### config.mk
export PLATFORM = sky130hd
export DESIGN_NAME = stack_queue
export DESIGN_NICKNAME = d
export VERILOG_FILES = /design/src/rtl/stack_pkg.sv /design/src/rtl/stack_regfile.sv /design/src/rtl/stack_queue.sv
export SDC_FILE = /design/constraint.sdc
export NUM_CORES = 1
export LEC_CHECK = 0
export ABC_AREA = 0
export BUFFER_PORTS_ARGS = -buffer_cell sky130_fd_sc_hd__clkbuf_2
export CORE_MARGIN = 2
export CORE_UTILIZATION = 53
export DETAILED_ROUTE_END_ITERATION = 7
export HOLD_SLACK_MARGIN = 0.15
export PLACE_DENSITY = 0.75
export SLEW_MARGIN = 25
export SYNTH_ARGS = -nofsm -noshare
export SYNTH_HDL_FRONTEND = slang
export SYNTH_SLANG_ARGS = --single-unit
### constraint.sdc
create_clock -name clk -period 2 [get_ports clk]
set_input_delay 0.3 -clock clk [delete_from_list [all_inputs] [get_ports clk]]
set_output_delay 0.3 -clock clk [all_outputs]
set_load 0.1 [all_outputs]
### src/rtl/stack_pkg.sv
// Shared constants and helpers for the dual-mode stack/queue buffer.
package stack_pkg;

  localparam logic MODE_LIFO = 1'b0;
  localparam logic MODE_FIFO = 1'b1;

  // Occupancy must hold 0..depth inclusive, hence one extra bit.
  function automatic int count_width(input int depth_log2);
    return depth_log2 + 1;
  endfunction

endpackage

### src/rtl/stack_regfile.sv
// Storage array: one synchronous write port, one combinational read port, no reset.
module stack_regfile #(
  parameter int WIDTH      = 8,
  parameter int DEPTH_LOG2 = 3
) (
  input  logic                  clk,
  input  logic                  we,
  input  logic [DEPTH_LOG2-1:0] waddr,
  input  logic [WIDTH-1:0]      wdata,
  input  logic [DEPTH_LOG2-1:0] raddr,
  output logic [WIDTH-1:0]      rdata
);

  localparam int DEPTH = 2 ** DEPTH_LOG2;

  logic [WIDTH-1:0] mem_r [DEPTH];

  // Synchronous write port.
  always_ff @(posedge clk) begin
    if (we) begin
      mem_r[waddr] <= wdata;
    end
  end

  assign rdata = mem_r[raddr];

endmodule

### src/rtl/stack_queue.sv
// Register-file buffer running as a LIFO stack or FIFO queue, with occupancy
// count, simultaneous push/pop and sticky overflow/underflow flags.
module stack_queue
  import stack_pkg::*;
#(
  parameter int WIDTH      = 8,
  parameter int DEPTH_LOG2 = 3
) (
  input  logic                                 clk,
  input  logic                                 clr_n,
  input  logic                                 mode,
  input  logic                                 push_en,
  input  logic                                 pop_en,
  input  logic [WIDTH-1:0]                     push,
  input  logic                                 err_clr,
  output logic [WIDTH-1:0]                     peek,
  output logic [count_width(DEPTH_LOG2)-1:0]   count,
  output logic                                 full,
  output logic                                 not_empty,
  output logic                                 active_mode,
  output logic                                 ovf,
  output logic                                 unf
);

  localparam int CW = count_width(DEPTH_LOG2);
  localparam logic [CW-1:0]         CNT_ONE   = CW'(1);
  localparam logic [CW-1:0]         CNT_DEPTH = CW'(2 ** DEPTH_LOG2);
  localparam logic [DEPTH_LOG2-1:0] PTR_ONE   = DEPTH_LOG2'(1);

  logic [DEPTH_LOG2-1:0] wr_ptr_r, rd_ptr_r, wr_ptr_nxt_s, rd_ptr_nxt_s;
  logic [DEPTH_LOG2-1:0] top_ptr_s, waddr_s, raddr_s;
  logic [CW-1:0]         count_r, count_nxt_s;
  logic                  mode_r, ovf_r, unf_r;
  logic                  we_s, ovf_set_s, unf_set_s, empty_s, full_s;
  logic [WIDTH-1:0]      rdata_s;

  assign top_ptr_s = wr_ptr_r - PTR_ONE;
  assign empty_s   = (count_r == {CW{1'b0}});
  assign full_s    = (count_r == CNT_DEPTH);
  assign raddr_s   = (mode_r == MODE_FIFO) ? rd_ptr_r : top_ptr_s;

  assign peek        = empty_s ? {WIDTH{1'b0}} : rdata_s;
  assign count       = count_r;
  assign full        = full_s;
  assign not_empty   = ~empty_s;
  assign active_mode = mode_r;
  assign ovf         = ovf_r;
  assign unf         = unf_r;

  stack_regfile #(
    .WIDTH      (WIDTH),
    .DEPTH_LOG2 (DEPTH_LOG2)
  ) u_regfile (
    .clk   (clk),
    .we    (we_s && clr_n),
    .waddr (waddr_s),
    .wdata (push),
    .raddr (raddr_s),
    .rdata (rdata_s)
  );

  // Next pointers, count, write strobe and error events for this edge.
  always_comb begin
    we_s         = 1'b0;
    waddr_s      = wr_ptr_r;
    wr_ptr_nxt_s = wr_ptr_r;
    rd_ptr_nxt_s = rd_ptr_r;
    count_nxt_s  = count_r;
    ovf_set_s    = 1'b0;
    unf_set_s    = 1'b0;
    case ({push_en, pop_en})
      2'b10: begin
        if (full_s) begin
          ovf_set_s = 1'b1;
        end else begin
          we_s         = 1'b1;
          wr_ptr_nxt_s = wr_ptr_r + PTR_ONE;
          count_nxt_s  = count_r + CNT_ONE;
        end
      end
      2'b01: begin
        if (empty_s) begin
          unf_set_s = 1'b1;
        end else if (mode_r == MODE_FIFO) begin
          rd_ptr_nxt_s = rd_ptr_r + PTR_ONE;
          count_nxt_s  = count_r - CNT_ONE;
        end else begin
          wr_ptr_nxt_s = top_ptr_s;
          count_nxt_s  = count_r - CNT_ONE;
        end
      end
      2'b11: begin
        // Empty: the push lands, the pop is rejected.
        if (empty_s) begin
          we_s         = 1'b1;
          wr_ptr_nxt_s = wr_ptr_r + PTR_ONE;
          count_nxt_s  = CNT_ONE;
          unf_set_s    = 1'b1;
        end else if (mode_r == MODE_FIFO) begin
          we_s         = 1'b1;
          wr_ptr_nxt_s = wr_ptr_r + PTR_ONE;
          rd_ptr_nxt_s = rd_ptr_r + PTR_ONE;
        end else begin
          we_s    = 1'b1;
          waddr_s = top_ptr_s;
        end
      end
      default: begin
        we_s = 1'b0;
      end
    endcase
  end

  // Control state; mode may only switch while empty and not being pushed.
  always_ff @(posedge clk) begin
    if (!clr_n) begin
      wr_ptr_r <= {DEPTH_LOG2{1'b0}};
      rd_ptr_r <= {DEPTH_LOG2{1'b0}};
      count_r  <= {CW{1'b0}};
      mode_r   <= MODE_LIFO;
      ovf_r    <= 1'b0;
      unf_r    <= 1'b0;
    end else begin
      wr_ptr_r <= wr_ptr_nxt_s;
      rd_ptr_r <= rd_ptr_nxt_s;
      count_r  <= count_nxt_s;
      ovf_r    <= ovf_set_s | (ovf_r & ~err_clr);
      unf_r    <= unf_set_s | (unf_r & ~err_clr);
      if (empty_s && !push_en) begin
        mode_r <= mode;
      end else begin
        mode_r <= mode_r;
      end
    end
  end

endmodule

Word level (Yosys, flattened, before mapping)
Memory sizes are Yosys's and may differ from the RTL's.
Cells that the tools add are included.
{ "word_totals": {"regBits": 13, "inputBits": 14, "mem_count": 1, "out_inout_bits": 17, "word_cells": 56, "ramBits": 64} }
{ "mem_list": {"columns": ["name", "words", "width", "read_ports", "rd_ports_with_merged_regs", "wr", "line_no", "text"], "rows": [
  ["u_regfile.mem_r", 8, 8, 1, 0, 1, "stack_regfile.sv:16", "logic [WIDTH-1:0] mem_r [DEPTH];"]
]} }
{ "op_classes": {"eq_ne": 8, "add_sub_neg": 5, "n_reduce_logical": 9, "muxes": 21, "n_bitwise": 6} }
{ "ops": {"columns": ["operator", "n"], "rows": [
  ["$mux W3", 7],
  ["$mux W4", 3],
  ["$pmux W4 S3", 1],
  ["$pmux W3 S3", 1],
  ["$mux W8", 1],
  ["$mux W1", 7],
  ["$add A3 B1 Y3 const B", 2],
  ["$ne A2 B2 Y1 const B", 3],
  ["$reduce_and A3 Y1", 2],
  ["$add A4 B1 Y4 const B", 1],
  ["$eq A2 B2 Y1 const B", 2],
  ["$eq A4 B4 Y1 const B", 1],
  ["$logic_not A4 Y1", 1],
  ["$reduce_and A4 Y1", 1],
  ["$sub A4 B1 Y4 const B", 1],
  ["$ne A3 B3 Y1 const B", 1],
  ["$reduce_bool A3 Y1", 1],
  ["$sub A3 B1 Y3 const B", 1],
  ["$and A1 B1 Y1", 2],
  ["$eq A2 B1 Y1 const B", 1],
  ["$logic_and A1 B1 Y1", 2],
  ["$not A1 Y1", 2],
  ["$or A1 B1 Y1", 2],
  ["$pmux W1 S2", 1],
  ["2 further kinds", 2]
]} }

Longest topological paths before layout
Gate-level depths: netlist of run 1.
{ "depth": {"word_depth": 6, "ltp_mapped": 9} }

Modules after synthesis
From an unflattened synthesis of run 1, not the netlist that was laid out.
{ "hier_totals": {"hier_cells": 233, "hier_area_um2": 3637.2} }
{ "modules_own_cells": {"columns": ["module", "area_per_inst_um2", "cells_per_inst", "n_inst"], "rows": [
  ["stack_regfile", 2531.2, 106, 1],
  ["stack_queue", 1106.1, 127, 1]
]} }

Worst setup path after synthesis of run 1
No wires, ideal clock.
{ "synth_path": {"path_type": "flip-flop to output port", "startpoint": "register mode_r (netlist: active_mode)", "endpoint": "output peek[4]", "slack_ns": -1.635, "required_ns": 1.700, "path_buffers": 2, "stages_incl_launch_ff": 7, "arrival_ns": 3.335, "path_cell_list": "dfxtp_1 buf_6 mux2_2 buf_4 mux4_2 mux2i_1 nor2_1"} }
{ "synth_between": {"elab_chain_len": 3} }
{ "synth_rtl": {"columns": ["item", "line_no", "text"], "rows": [
  ["from (decl)", "stack_queue.sv:33", "logic mode_r, ovf_r, unf_r;"],
  ["from (signal assigned)", "stack_queue.sv:130", "mode_r <= mode;"],
  ["from (signal assigned)", "stack_queue.sv:132", "mode_r <= mode_r;"],
  ["$mux W3", "stack_queue.sv:40", "assign raddr_s = (mode_r == MODE_FIFO) ? rd_ptr_r : top_ptr_s;"],
  ["$mem_v2 Z8 W8", null, null],
  ["$mux W8", "stack_queue.sv:42", "assign peek = empty_s ? {WIDTH{1'b0}} : rdata_s;"],
  ["to (decl)", "stack_queue.sv:16", "output logic [WIDTH-1:0] peek,"]
]} }
Every way passes these cells.

Worst setup path in the final report of run 1
{ "layout_path": {"startpoint": "register wr_ptr_r[0]", "endpoint": "output peek[7]"} }
{ "layout_between": {"elab_chain_len": 4} }
{ "layout_rtl": {"columns": ["item", "line_no", "text"], "rows": [
  ["from (decl)", "stack_queue.sv:30", "logic [DEPTH_LOG2-1:0] wr_ptr_r, rd_ptr_r, wr_ptr_nxt_s, rd_ptr_nxt_s;"],
  ["from (signal assigned)", "stack_queue.sv:117", "wr_ptr_r <= {DEPTH_LOG2{1'b0}};"],
  ["from (signal assigned)", "stack_queue.sv:124", "wr_ptr_r <= wr_ptr_nxt_s;"],
  ["$sub A3 B1 Y3", "stack_queue.sv:37", "assign top_ptr_s = wr_ptr_r - PTR_ONE;"],
  ["$mux W3", "stack_queue.sv:40", null],
  ["$mem_v2 Z8 W8", null, null],
  ["$mux W8", "stack_queue.sv:42", null]
]} }
Every way passes these cells.

==> reports/results.tsv, run 1 <==
metric	value	unit
outcome	finished, violations left	
violations	negative setup slack	
worst_pin_slew	0.5450	ns
drtPass1Iterations	6	
combPwrFrac	52.6	%
dieWidth	85.75	microns
cts_max_path_buffers	2	
min_from	mode	
synthToLayoutAreaGrowth	35.25	%
gr-total-overflow	0	
initial_core_util	55.15	%
swShare	38.97	%
synth_area_leaders	edfxtp_1 (54%), mux4_2 (10%), dfxtp_1 (7.3%), ha_1 (3.5%), nor2_1 (2.9%)	
numPortBuffers	30	
layout_commonest_cell	edfxtp_1	
power_switching	0.002751	W
drc	0	
required	1.70	ns
grt.total_usage	22.48	%
dpl.cell_count	376	
cts_buffers	9	
die_height	85.75	microns
cap_violations	0	
gp_congestion	0.8562	
cp-start-kind	register	
layout.cells.non_filler	396	
finalNetCount	339	
max_freq	401.0	MHz
seqPwrFrac	27.9	%
route.antenna.remaining_nets	0	
p_leak	1.740	nW
crit_type	register to output pin	
synthFlopType	edfxtp_1	
grt_pass1_wl	12140	microns
drt_iter0_markers	144	
root_buffer	clkbuf_8	
max-slew-margin-rel	63.82	%
drv_slew	0	
hold_viol_final	0	
cts_sinks	77	
power.total	0.007058	W
grt_max_degree	14	
final-setup-viol-count	8	
syn_nets	262	
whs_path_depth	3	
antenna_found_initial	0	
synth_top_area_share	54.26	%
synthArstFlopShare	0	%
power_density	1473	nW/um^2
clockPowerShare	19.5	%
postSynthAreaPerCell	14.88	sq um
ys_ff_latch	77	
layout_common_cells	edfxtp_1 (64), buf_4 (35), clkbuf_2 (20), buf_12 (17), mux4_2 (16)	
routed-via-count	2303	
drive_above_1_share	48.90	%
reg2reg_depth	9	
row_count	29	
synth_edf_count	64	
internal_power	0.004307	W
synth_seq_area_share	61.60	%
h-tree-depth	3	
yosysWarningCount	0	
crit_start	wr_ptr_r[0]	
viasPerCell	5.816	
grt_pass1_vias	2368	
syn_area	3542	sq um
diodes	0	
core_area	6422	sq um
die-area	7353	sq um
skew	0.009681	ns
holdCritPathClass	primary input to register	
hpwl	5169	microns
cp_max_fo	8	
netlist_instances	238	
clkTransAtPathRegs	0.07	ns
io_pins	31	
cts_tree	built	
worst_slack	-0.4938	ns
wl_per_cell	19.47	microns
wl	7709	microns
clk_latency	0.34	ns
ys_types	50	
irDropWorstVdd	0.6505	mV
r2r-start	count[1]	
synth_area_leader_cell	edfxtp_1	
end_kind	output pin	
rsz0062_at_grt	true	
crit_arrival	2.19	ns
finalCritPeriodShare	124.7	%
fin_crit	2.494	ns
cell families after synthesis:
kind of cell    share of synthesized area (%)
compound gates                          7.560
mux                                     13.95
fa+ha+maj                               3.532
xor+xnor                                1.731
flops                                   61.60
simple gates                            8.831
buf+inv                                 2.790
metal layers:
metal	vias to the layer above	part of all wire [%]	global-route usage (%)
met5	-	0	0
met4	0	0.65	9.235
met3	4	6.7	4.042
met2	76	53	39.70
met1	1142	40	27.31
li1	1081	-	-
final cells by class:
type,count,area (sq um)
Clock buffer,9,123.9
Clock inverter,6,112.6
Fill cell,394,1632
Inverter,11,48.80
Multi-Input combinational cell,142,1478
Sequential cell,77,2206
Tap cell,77,96.34
Timing Repair Buffer,74,725.7
path summary, 6_finish.rpt:
path / to / slack (ns)
setup reg to reg: u_regfile.mem_r[1][7] / 0.10
hold reg to reg: unf / 0.47
hold / removal: active_mode / 0.21
setup / recovery: peek[7] / -0.49
Yosys cell counts (all sizes together) (5+ instances only):
cell,count
a21oi,7
nand2,11
inv,11
mux2i,11
o21ai,10
mux4,16
dfxtp,13
nand3,5
ha,10
buf,5
nor2,27
edfxtp,64
power by group through the flow:
stage               clock network, W  logic, W  registers [W]
global route                 0.00145   0.00389        0.00198
CTS                          0.00140   0.00360        0.00197
floorplan                          0   0.00214        0.00211
finish                       0.00138   0.00371        0.00197
global placement                   0   0.00329        0.00199
detailed placement                 0   0.00334        0.00200
per-stage QoR:
stage / cell area, sq um / setup WS (ns) / utilization, % / TNS, ns / hold slack (ns)
after floorplan: 3681 / -0.5908 / - / -42.15 / 0.3989
after global placement: 4400 / -0.1564 / 68.52 / -2.853 / 0.4585
after detailed placement: 4400 / -0.1975 / 68.52 / -5.572 / 0.4647
after CTS: 4726 / -0.5138 / 73.58 / -3.887 / 0.1933
after global routing: 4791 / -0.5747 / 74.60 / -4.258 / 0.2290
final: 4791 / -0.4938 / 74.60 / -3.656 / 0.2100
state kept, by name (all words and copies together) (netlist names):
register and count:
active_mode 1, count 4, ovf 1, rd_ptr_r 3, u_regfile.mem_r 64, unf 1
wr_ptr_r 3
what timing repair did:
action                                  4_1_cts  5_1_grt
setup buffers                                 2        2
gates cloned                                  1        0
endpoints found under the hold margin         0        0
endpoints found under the setup margin       17       65
hold buffers                                  0        0
pin swaps                                     2        8
resized for setup                            15       10
critical path: stages, from the launching register on:
cell     delay [ns]
dfxtp_4        0.38
inv_4          0.04
ha_4           0.27
inv_4          0.04
mux2_4         0.34
mux4_2         0.32
mux2i_2        0.23
nor2_4         0.06
buf_12         0.17
Power figures use the tool's default switching activity.
==> inputs of run 2 (changes only) <==
--- a/config.mk
+++ b/config.mk
@@ -5,13 +5,14 @@
 export SDC_FILE = /design/constraint.sdc
 export NUM_CORES = 1
 export LEC_CHECK = 0
-export ABC_AREA = 0
+export ABC_AREA = 1
 export BUFFER_PORTS_ARGS = -buffer_cell sky130_fd_sc_hd__clkbuf_2
 export CORE_MARGIN = 2
-export CORE_UTILIZATION = 53
+export CORE_UTILIZATION = 60
 export DETAILED_ROUTE_END_ITERATION = 7
 export HOLD_SLACK_MARGIN = 0.15
-export PLACE_DENSITY = 0.75
+export PLACE_DENSITY = 0.8
+export SETUP_SLACK_MARGIN = 0.05
 export SLEW_MARGIN = 25
 export SYNTH_ARGS = -nofsm -noshare
 export SYNTH_HDL_FRONTEND = slang
==> constraint.sdc (replaced) <==
create_clock -name clk -period 3.1 [get_ports clk]
set_input_delay 0.465 -clock clk [delete_from_list [all_inputs] [get_ports clk]]
set_output_delay 0.465 -clock clk [all_outputs]
set_load 0.1 [all_outputs]
==> reports/results.tsv, run 2 <==
metric	value	unit	change
routed-via-count	2885		+25%
final.setup.tns	0	ns	+3.656 ns
syn_nets	452		+73%
diodes	0		unchanged
cap_violations	0		unchanged
holdWs	0.3875	ns	+0.1775 ns
die-area	7006	sq um	-4.7%
io_pins	31		unchanged
r2r-start	wr_ptr_r[0]		
hold_viol_final	0		unchanged
drtPass1Iterations	6		unchanged
gp_congestion	0.8970		+4.8%
synth-compound-area-share	5.253	%	-2.3 points
largest_reg_flops	64		unchanged
largest_register	u_regfile.mem_r		
regToRegSetupSlack	0.63	ns	+0.53 ns
ys_types	27		-46%
root_buffer	clkbuf_8		
fill_cells	434		+10%
grt.total_usage	23.48	%	+0.99 points
cts_tree	built		
viasPerCell	5.236		-10%
skew	0.007675	ns	-0.002006 ns
rsz0062_at_grt	false		
holdCritPathClass	primary input to register		
postSynthAreaPerCell	8.905	sq um	-40%
cts_max_path_buffers	2		unchanged
yosys-top-cells-count	nand2_1 (103), nor2_1 (68), inv_1 (66)		
syn_area	3811	sq um	+7.6%
h-tree-depth	3		unchanged
synth_top_family_by_area	simple AND/OR/NAND/NOR gates		
synth_top_area_share	50.43	%	-3.8 points
crit_arrival	2.42	ns	+0.23 ns
outcome	finished, final reports clean		
synth_area_leaders	edfxtp_1 (50%), nand2_1 (10%), dfxtp_1 (6.8%), nor2_1 (6.7%), inv_1 (6.5%)		
worst_slack	0.2141	ns	+0.7079 ns
required	2.63	ns	+0.93 ns
synth_edf_count	64		unchanged
synthArstFlopShare	0	%	unchanged
clk_latency	0.34	ns	about the same
ys_ff_latch	77		unchanged
yosysWarningCount	0		unchanged
netlist_instances	428		+80%
cp_max_fo	9		+1
die_height	83.70	microns	-2.4%
post-place-ws	0.5884	ns	+0.7859 ns
end_kind	output pin		
grt_pass1_vias	2874		+21%
fin_crit	2.886	ns	
synthMostInstantiatedCell	nand2_1		
drc	0		unchanged
rr_endpoint	u_regfile.mem_r[5][0]		
final-setup-viol-count	0		-8
min_from	err_clr		
gr-total-overflow	0		unchanged
synthToLayoutAreaGrowth	17.27	%	
finalCritPeriodShare	93.09	%	
cp-start-kind	register		
whs_path_depth	4		+1
yosys.area_share.simple	23.87	%	+15 points
ff_latch_area	2182	sq um	-1.1%
multi_input_area	1340	sq um	-9.3%
drt_iter0_markers	196		+36%
worst_pin_slew	0.7141	ns	+0.1692 ns
drv_slew	0		unchanged
antenna_found_initial	0		unchanged
hold_buffers	0		unchanged
synth_area_leader_cell	edfxtp_1		
finalNetCount	493		+45%
layout_commonest_cell	nand2_1		
synthXorXnorAreaFrac	0.9192	%	-0.81 points
layout_common_cells	nand2_1 (102), inv_1 (66), edfxtp_1 (64), nor2_1 (60), nand3_1 (40)		
drive_above_1_share	16.46	%	-32 points
synth_seq_area_share	57.26	%	-4.3 points
reg2reg_depth	11		+2
core_area	6241	sq um	-2.8%
cts_sinks	77		unchanged
dieWidth	83.70	microns	-2.4%
fin_util	71.61	%	-3.0 points
crit_type	register to output pin		
max_freq	346.5	MHz	
synthAdderAreaFrac	3.283	%	-0.25 points
synthFlopType	edfxtp_1		
numPortBuffers	30		unchanged
worstHoldEndpoint	ovf		
synth_mux_area_share	0	%	-14 points
row_count	29		unchanged
cts_buffers	9		unchanged
route.antenna.remaining_nets	0		unchanged
grt_max_degree	27		+13
grt_pass1_wl	12650	microns	+4.3%
hpwl	5226	microns	+1.1%
initial_core_util	61.07	%	+5.9 points
wl	7781	microns	+0.93%
max-slew-margin-rel	52.21	%	-12 points
clkTransAtPathRegs	0.08	ns	about the same
wl_per_cell	14.12	microns	-27%
## run 2: per-stage QoR
stage                     area, sq um  instances
after floorplan                  3871        428
after global placement           4204        534
after detailed placement         4204        534
after CTS                        4437        550
after global routing             4469        551
final                            4469        551
## run 2: final cells by class
class	instances	area share, %
multi-input combinational	272	29.98
inverter	70	5.991
timing repair buffer	39	7.839
clock inverter	5	1.820
tap	77	2.156
clock buffer	11	3.387
sequential	77	48.82
## run 2: kinds of logic (layout without fill, tap and decap cells)
kind of cell	count (synthesis)	after routing
simple gates	221	221
buf+inv	79	125
flops	77	77
compound gates	37	37
fa+ha+maj	10	10
xor+xnor	4	4
## run 2: worst max-delay path by stage
stage / from / slack, ns / cells past startpoint / end
6_report: wr_ptr_r[0] / 0.21 / 10 / peek[0]
5_1_grt: wr_ptr_r[0] / 0.07 / 10 / peek[0]
4_1_cts: wr_ptr_r[0] / 0.15 / 10 / peek[0]
3_5_place_dp: wr_ptr_r[0] / 0.59 / 10 / peek[4]
3_3_place_gp: wr_ptr_r[0] / 0.65 / 10 / peek[3]
2_1_floorplan: active_mode / 0.24 / 9 / peek[5]
## run 2: timing repair
action                                  in CTS  in global routing
endpoints found under the setup margin       0                  8
resized for setup                            0                  6
buffers inserted                             0                  1
## run 2: critical path, cell delays in order (launching register included)
cell	delay, ns
dfxtp_1	0.42
inv_1	0.14
ha_1	0.23
xnor2_1	0.20
nand2_1	0.09
nand2_2	0.19
inv_1	0.22
nand3_1	0.15
nand2_1	0.11
nor2_4	0.13
buf_12	0.18
## run 2: metal layers
metal / wire (microns) / global-route usage, % / share of wire [%]
met5: 0 / 0 / 0
met4: 182 / 13.78 / 2.3
met3: 429 / 4.946 / 5.5
met2: 3958 / 40.07 / 51
met1: 3210 / 27.25 / 41
Power of run 2 is left out: the tool's default activity adds up to more than one toggle a clock period on the data nets, which glitch-free logic cannot reach.
==> inputs of run 3 (changes only) <==
--- a/config.mk
+++ b/config.mk
@@ -9,10 +9,11 @@
 export BUFFER_PORTS_ARGS = -buffer_cell sky130_fd_sc_hd__clkbuf_2
 export CORE_MARGIN = 2
 export CORE_UTILIZATION = 60
+export CTS_CLUSTER_DIAMETER = 120
 export DETAILED_ROUTE_END_ITERATION = 7
 export HOLD_SLACK_MARGIN = 0.15
 export PLACE_DENSITY = 0.8
-export SETUP_SLACK_MARGIN = 0.05
+export SETUP_SLACK_MARGIN = 0.3
 export SLEW_MARGIN = 25
 export SYNTH_ARGS = -nofsm -noshare
 export SYNTH_HDL_FRONTEND = slang
==> reports/results.tsv, run 3 (same netlist as run 2, synthesis figures left out) <==
metric	value	unit	change
outcome	finished, final reports clean		
cts_tree	built		
antenna_found_initial	0		unchanged
drtPass1Iterations	5		-1
worst_pin_slew	0.8350	ns	+0.1208 ns
max-slew-margin-rel	44.13	%	-8.1 points
final-setup-viol-count	0		unchanged
wl	8354	microns	+7.4%
h-tree-depth	3		unchanged
ff_latch_area	2186	sq um	+0.17%
hpwl	5657	microns	+8.3%
synthToLayoutAreaGrowth	18.78	%	
diodes	0		unchanged
regToRegSetupSlack	0.50	ns	-0.13 ns
crit_arrival	2.28	ns	-0.14 ns
drive_above_1_share	18.84	%	+2.4 points
fin_crit	2.742	ns	-0.1440 ns
cap_violations	0		unchanged
min_from	err_clr		
viasPerCell	5.350		+2.2%
gr-total-overflow	0		unchanged
required	2.63	ns	about the same
drv_slew	0		unchanged
multi_input_area	1363	sq um	+1.7%
hold_buffers	0		unchanged
cp_max_fo	10		+1
rr_endpoint	u_regfile.mem_r[2][5]		
r2r-start	count[1]		
cp-start-kind	register		
use_met2	41.16	%	+1.1 points
holdCritPathClass	primary input to register		
hold_viol_final	0		unchanged
layout_commonest_cell	nand2_1		
cts_max_path_buffers	2		unchanged
initial_core_util	61.07	%	unchanged
gp_congestion	0.9183		+2.4%
largest_reg_flops	64		unchanged
max_freq	364.7	MHz	+5.3%
fill_cells	451		+3.9%
end_kind	output pin		
clk_latency	0.35	ns	about the same
top_usage_layer	met2		
finalNetCount	502		+1.8%
drt_iter0_markers	273		+39%
routed-via-count	2996		+3.8%
die_height	83.70	microns	unchanged
rsz0062_at_grt	true		
globalRouteMet3Util	4.352	%	-0.59 points
worstHoldEndpoint	ovf		
clkTransAtPathRegs	0.08	ns	about the same
reg2reg_depth	8		-3
grt_max_degree	25		-7.4%
grt_use_met1	30.53	%	+3.3 points
finalCritPeriodShare	88.45	%	-4.6 points
drc	0		unchanged
cts_sinks	77		unchanged
crit_type	register to output pin		
wl_per_cell	14.92	microns	+5.6%
skew	0.007433	ns	-0.0002420 ns
whs_path_depth	4		unchanged
core_area	6241	sq um	unchanged
final.setup.tns	0	ns	unchanged
root_buffer	clkbuf_8		
dieWidth	83.70	microns	unchanged
grt.total_usage	24.70	%	+1.2 points
route.antenna.remaining_nets	0		unchanged
row_count	29		unchanged
grt_pass1_wl	13340	microns	+5.4%
grt_pass1_vias	2851		-0.80%
layout_common_cells	nand2_1 (102), inv_1 (65), edfxtp_1 (64), nor2_1 (60), nand3_1 (38)		
largest_register	u_regfile.mem_r		
cts_buffers	9		unchanged
numPortBuffers	30		unchanged
io_pins	31		unchanged
die-area	7006	sq um	unchanged
## run 3: cell count changes in the layout (fill, tap and decap cells not counted), sizes merged
cell    previous run  this run
bufinv             2         1
clkinv             2         4
inv               70        68
buf               17        26
clkbuf            33        34
## run 3: metrics by stage
step | hold WS [ns] | cell area [sq um] | worst slack [ns] | instances | utilization (%)
5_1_grt | 0.4016 | 4527 | 0.2428 | 560 | 72.53
3_3_place_gp | 0.4542 | 4213 | 0.6325 | 535 | 67.50
4_1_cts | 0.3715 | 4408 | 0.2618 | 551 | 70.63
3_5_place_dp | 0.4613 | 4213 | 0.5914 | 535 | 67.50
2_1_floorplan | 0.4413 | 3872 | 0.4215 | 428 | -
6_report | 0.3711 | 4527 | 0.3581 | 560 | 72.53
## run 3: cell type report
type                       count  area share [%]
timing repair buffer          48           9.232
sequential                    77           48.29
multi-input combinational    272           30.10
clock inverter                 4           1.050
tap                           77           2.128
inverter                      70           5.998
clock buffer                  12           3.206
## run 3: worst max-delay path, stage by stage (launching register included)
cell and delay (ns):
dfxtp_2 0.37, inv_1 0.10, ha_1 0.32, nand2_2 0.08, o21ai_4 0.16, clkinv_4 0.12, buf_4 0.18, nand2_2 0.05
o21ai_1 0.05, nor2_1 0.23, nor2_4 0.08, buf_12 0.17
## run 3: timing repair
item                                    CTS  global route
endpoints found under the hold margin     0             0
pin swaps                                 0             1
setup buffers                             0             9
gates resized for setup                   1            12
endpoints found under the setup margin    8             8
## run 3: worst max path at each step
stage / slack, ns / to / from
after floorplan: 0.42 / peek[0] / count[2]
after global placement: 0.63 / peek[4] / wr_ptr_r[0]
after detailed placement: 0.59 / u_regfile.mem_r[2][5] / wr_ptr_r[0]
after CTS: 0.26 / peek[7] / active_mode
after global routing: 0.24 / peek[0] / wr_ptr_r[0]
final: 0.36 / peek[6] / wr_ptr_r[0]
## run 3: per-layer routing
layer | up-vias | share of wire [%]
met5 | - | 0
met4 | 0 | 3.2
met3 | 27 | 4.5
met2 | 111 | 49
met1 | 1393 | 43
li1 | 1465 | -
Power of run 3 is left out for the same reason.
